## src/rtl/memdata_fifo.sv

```systemverilog
// Load-data formatter and small buffer: selects the byte/halfword/word lane of a
// memory read, extends it, and queues the result for writeback with valid/ready.
module memdata_fifo #(
    parameter int DATA_W = 32,
    parameter int DEPTH  = 2,
    parameter int OFF_W  = $clog2(DATA_W/8),
    parameter int CNT_W  = $clog2(DEPTH+1)
) (
    input  logic              clk,
    input  logic              reset,
    input  logic              flush,
    input  logic              in_valid,
    output logic              in_ready,
    input  logic [DATA_W-1:0] in_data,
    input  logic [OFF_W-1:0]  in_offset,
    input  logic [1:0]        in_size,
    input  logic              in_signed,
    output logic              out_valid,
    input  logic              out_ready,
    output logic [DATA_W-1:0] out_data,
    output logic              out_misalign,
    output logic [CNT_W-1:0]  count
);
    localparam int PTR_W   = $clog2(DEPTH);
    localparam int NBYTES  = DATA_W/8;
    localparam int NHALVES = DATA_W/16;

    logic [7:0]        lanes  [NBYTES];
    logic [15:0]       halves [NHALVES];
    logic [7:0]        byte_sel;
    logic [15:0]       half_sel;
    logic [OFF_W-1:0]  half_idx;
    logic [DATA_W-1:0] fmt_data;
    logic              fmt_misalign;

    logic [DATA_W-1:0] mem_reg [DEPTH];
    logic              mis_reg [DEPTH];
    logic [PTR_W-1:0]  wr_ptr_reg;
    logic [PTR_W-1:0]  rd_ptr_reg;
    logic [CNT_W-1:0]  count_reg;
    logic              push;
    logic              pop;

    genvar gi;
    generate
        for (gi = 0; gi < NBYTES; gi++) begin : g_lanes
            assign lanes[gi] = in_data[8*gi +: 8];
        end
        for (gi = 0; gi < NHALVES; gi++) begin : g_halves
            assign halves[gi] = in_data[16*gi +: 16];
        end
    endgenerate

    assign half_idx = in_offset >> 1;

    // Offset comparisons are done as an explicit mux so widths that are not
    // powers of two never index past the lane arrays.
    always_comb begin
        byte_sel = '0;
        half_sel = '0;
        for (int k = 0; k < NBYTES; k++) begin
            if (in_offset == OFF_W'(k)) byte_sel = lanes[k];
        end
        for (int k = 0; k < NHALVES; k++) begin
            if (half_idx == OFF_W'(k)) half_sel = halves[k];
        end
    end

    always_comb begin
        fmt_data = in_data;
        case (in_size)
            2'd0: fmt_data = in_signed ? {{(DATA_W-8){byte_sel[7]}}, byte_sel}
                                       : {{(DATA_W-8){1'b0}}, byte_sel};
            2'd1: fmt_data = in_signed ? {{(DATA_W-16){half_sel[15]}}, half_sel}
                                       : {{(DATA_W-16){1'b0}}, half_sel};
            default: fmt_data = in_data;
        endcase
    end

    assign fmt_misalign = ((in_size == 2'd1) && in_offset[0]) ||
                          (in_size[1] && (in_offset != '0));

    assign in_ready  = (count_reg < CNT_W'(DEPTH));
    assign out_valid = (count_reg != '0);
    assign push      = in_valid && in_ready;
    assign pop       = out_valid && out_ready;

    always_ff @(posedge clk) begin
        if (reset) begin
            count_reg  <= '0;
            wr_ptr_reg <= '0;
            rd_ptr_reg <= '0;
            for (int k = 0; k < DEPTH; k++) begin
                mem_reg[k] <= '0;
                mis_reg[k] <= 1'b0;
            end
        end else if (flush) begin
            count_reg  <= '0;
            wr_ptr_reg <= '0;
            rd_ptr_reg <= '0;
        end else begin
            if (push) begin
                mem_reg[wr_ptr_reg] <= fmt_data;
                mis_reg[wr_ptr_reg] <= fmt_misalign;
                wr_ptr_reg          <= wr_ptr_reg + 1'b1;
            end
            if (pop) begin
                rd_ptr_reg <= rd_ptr_reg + 1'b1;
            end
            case ({push, pop})
                2'b10:   count_reg <= count_reg + 1'b1;
                2'b01:   count_reg <= count_reg - 1'b1;
                default: count_reg <= count_reg;
            endcase
        end
    end

    assign out_data     = out_valid ? mem_reg[rd_ptr_reg] : '0;
    assign out_misalign = out_valid ? mis_reg[rd_ptr_reg] : 1'b0;
    assign count        = count_reg;
endmodule

```

## config.mk

```make
export PLATFORM = sky130hd
export DESIGN_NAME = memdata_fifo
export DESIGN_NICKNAME = d
export VERILOG_FILES = /design/src/rtl/memdata_fifo.sv
export SDC_FILE = /design/constraint.sdc
export NUM_CORES = 1
export LEC_CHECK = 0
export CORE_ASPECT_RATIO = 1.1
export CORE_MARGIN = 2
export CORE_UTILIZATION = 35
export DETAILED_ROUTE_END_ITERATION = 16
export GPL_ROUTABILITY_DRIVEN = 0
export PLACE_DENSITY = 0.59
export SLEW_MARGIN = 10
export SYNTH_ARGS = -nofsm -noshare
export SYNTH_HDL_FRONTEND = slang
export SYNTH_SLANG_ARGS = --single-unit
```

## constraint.sdc

```tcl
create_clock -name clk -period 2.15 [get_ports clk]
set_clock_uncertainty 0.05 [all_clocks]
set_input_delay 0.43 -clock clk [delete_from_list [all_inputs] [get_ports clk]]
set_output_delay 0.43 -clock clk [all_outputs]
set_load 0.02 [all_outputs]
```

==> results.json <==
{
  "cts_sinks": 71,
  "dieArea_sq_um": 12000,
  "grt_pass1_vias": 3156,
  "p_total_mw": 3.76,
  "peakVddDrop_uv": 285,
  "ys_types": 49,
  "antenna_found_initial": 0,
  "drv_cap": 0,
  "cp_max_fo": 7,
  "grtUsageTotal": 0.186,
  "first_pass_iters": 5,
  "drt.antenna.violating_nets": 0,
  "rsz0062_at_grt": "false",
  "min_period_ps": 2070,
  "fin_cells": 590,
  "synth_fa_ha_area_frac": 0.00321,
  "period_share": 0.964,
  "p_per_area_nw_per_um2": 688,
  "drc": 0,
  "finalWirelength_um": 10700,
  "die_h_um": 115,
  "synth_top_area_frac": 0.508,
  "syn_avg_cell_area_sq_um": 11.8,
  "grt_max_degree": 24,
  "status": "finished clean",
  "largest_reg_flops": 64,
  "ys.warnings.count": 0,
  "row_count": 40,
  "dp.cells": 574,
  "hold_class": "reg2reg",
  "clock_power_share": 0.420,
  "cp-end-kind": "flop",
  "synthArstFlopShare": 0,
  "netlist_area_sq_um": 3900,
  "synth_top_family_by_area": "simple AND/OR/NAND/NOR gates",
  "finalSetupViolations": 0,
  "postCtsSetupBuffers": 0,
  "viasPerCell": 5.20,
  "max_slew_margin": 0.744,
  "layout-drive-gt1-share": 0.233,
  "coreArea_sq_um": 10900,
  "overflow": 0,
  "htreeDepth": 3,
  "synth_cells": 331,
  "power_frac_seq": 0.427,
  "maxClockFrequency_mhz": 482,
  "syn_to_final_growth_pct": 40.0,
  "synth-simple-area-share": 0.163,
  "slew_viol_final": 0,
  "clock_latency_ps": 330,
  "clockBufferDepth": 2,
  "final_core_util": 0.501,
  "power.leakage_nw": 2.28,
  "grt_pass1_wl_um": 16600,
  "power.switching_mw": 0.892,
  "worst_pin_slew_ps": 384,
  "dpl_worst_slack_ps": -339,
  "power.internal_mw": 2.87,
  "path_clk_slew_ps": 60,
  "start_util": 0.358,
  "ys_ff_latch": 71,
  "worstSetupStartpointType": "input pin",
  "synth_nets": 374,
  "synth_compound_area_frac": 0.138,
  "io_pins": 79,
  "comb_power_share": 0.153,
  "synth.area.mux_share": 0.113,
  "nNetsFinal": 481,
  "drt_iter0_drc": 179,
  "netlist.top_cell.by_area": "edfxtp_1",
  "die_w_um": 105,
  "n_antenna_cell": 0,
  "synthXorXnorAreaFrac": 0.0112,
  "cts_buffers": 9,
  "synthFlopType": "edfxtp_1",
  "synth_edf_count": 66,
  "cts-root-buf": "clkbuf_16",
  "cts_tree": "yes",
  "wl_per_cell_um": 18.1,
  "setup_slack_ps": 77.1,
  "cp.required_ps": 2180,
  "finalHoldViolCount": 0,
  "fill_cells": 1058,
  "switching_share": 0.237,
  "synthTopCellsByArea": "edfxtp_1 51%, mux2i_1 9.7%, nor2_1 6.0%, a21o_2 5.2%, dfxtp_1 2.6%",
  "hpwlAfterDp_um": 7730,
  "crit_type": "in2reg",
  "ys_seq_area_frac": 0.534,
  "portBuffers": 78,
  "crit_arrival_ps": 2100,
  "vias": 3067
}
==> per-stage QoR <==
step / hold slack, ps / cell area, sq um / setup TNS (ps)
4_1_cts: 502 / 5450 / 0
3_5_place_dp: 490 / 5170 / -13690
6_report: 499 / 5460 / 0
3_3_place_gp: 483 / 5170 / -12640
2_1_floorplan: 457 / 3910 / 0
5_1_grt: 553 / 5460 / 0
==> critical path: stages <==
cell	delay, ps
clkdlybuf4s50_1	640
or2b_1	370
a222oi_1	280
o21ai_0	200
nor2b_1	180
==> final cells by class <==
| type | instances | area (sq um) | area share |
|---|---|---|---|
| Timing Repair Buffer | 122 | 1170 | 0.215 |
| Inverter | 3 | 11.3 | 0.00206 |
| Tap cell | 147 | 184 | 0.0337 |
| Clock inverter | 6 | 85.1 | 0.0156 |
| Sequential cell | 71 | 2080 | 0.382 |
| Multi-Input combinational cell | 231 | 1690 | 0.310 |
| Clock buffer | 10 | 229 | 0.0419 |
==> cell usage after synthesis, types with 2 or more instances <==
master / number
edfxtp_1: 66
nor2_1: 62
mux2i_1: 38
a21o_2: 23
nor2b_1: 16
clkbuf_1: 15
a21o_1: 9
a21oi_1: 6
a221oi_1: 6
buf_2: 6
nand2b_1: 6
nor3_1: 6
dfxtp_1: 5
buf_6: 4
mux2_2: 4
nand2_1: 4
o21ai_0: 4
a222oi_1: 3
and2_1: 3
inv_1: 3
nand3_1: 3
nand4bb_1: 3
o221ai_1: 3
xnor2_1: 3
a211oi_1: 2
a32o_1: 2
nor4_4: 2
or2b_1: 2
xor2_1: 2
==> timing repair <==
action / 4_1_cts / 5_1_grt
resized for setup: 38 / 3
pin swaps: 0 / 1
hold buffers: 0 / 0
setup endpoints to repair: 34 / 15
==> per-layer routing <==
layer / up-vias / global-route usage / share of wire
met5: - / 0 / 0
met4: 0 / 0.101 / 0.030
met3: 22 / 0.0329 / 0.048
met2: 106 / 0.325 / 0.51
met1: 1500 / 0.218 / 0.41
li1: 1439 / - / -
==> power groups by stage <==
| stage | logic [mW] | registers, mW | clock network, mW |
|---|---|---|---|
| 2_1_floorplan | 0.288 | 1.63 | 0 |
| 3_3_place_gp | 0.590 | 1.63 | 0 |
| 3_5_place_dp | 0.595 | 1.63 | 0 |
| 4_1_cts | 0.579 | 1.61 | 1.61 |
| 5_1_grt | 0.616 | 1.61 | 1.66 |
| 6_report | 0.574 | 1.61 | 1.58 |
==> logic make-up (layout without fill, tap and decap cells) <==
family,Yosys count,in the layout
XOR/XNOR,5,5
AO/OA/AOI/OAI,65,65
AND/OR/NAND/NOR,117,117
flip-flops,71,71
multiplexers,43,43
buffers and inverters,29,141
adder cells (fa/ha/maj),1,1
==> path summary, 6_finish.rpt <==
check                                   from            end  slack [ps]  cells past startpoint
worst min register to register    rd_ptr_reg           flop         500                      2
worst min-delay path              rd_ptr_reg           flop         500                      2
worst max-delay path            in_offset[0]  mem_reg[1][2]          80                      5
worst max register to register      count[0]       count[1]         330                      8
==> cells in the final DEF, fill, tap and decap left out, types with 8 or more instances in the layout <==
master / n
a21o_1: 9
a21o_2: 23
buf_12: 8
buf_4: 35
clkbuf_16: 9
clkdlybuf4s50_1: 43
dlygate4sd2_1: 34
edfxtp_1: 66
mux2i_1: 36
nor2_1: 61
nor2b_1: 16
No activity file was read; power rests on OpenSTA's default activity.
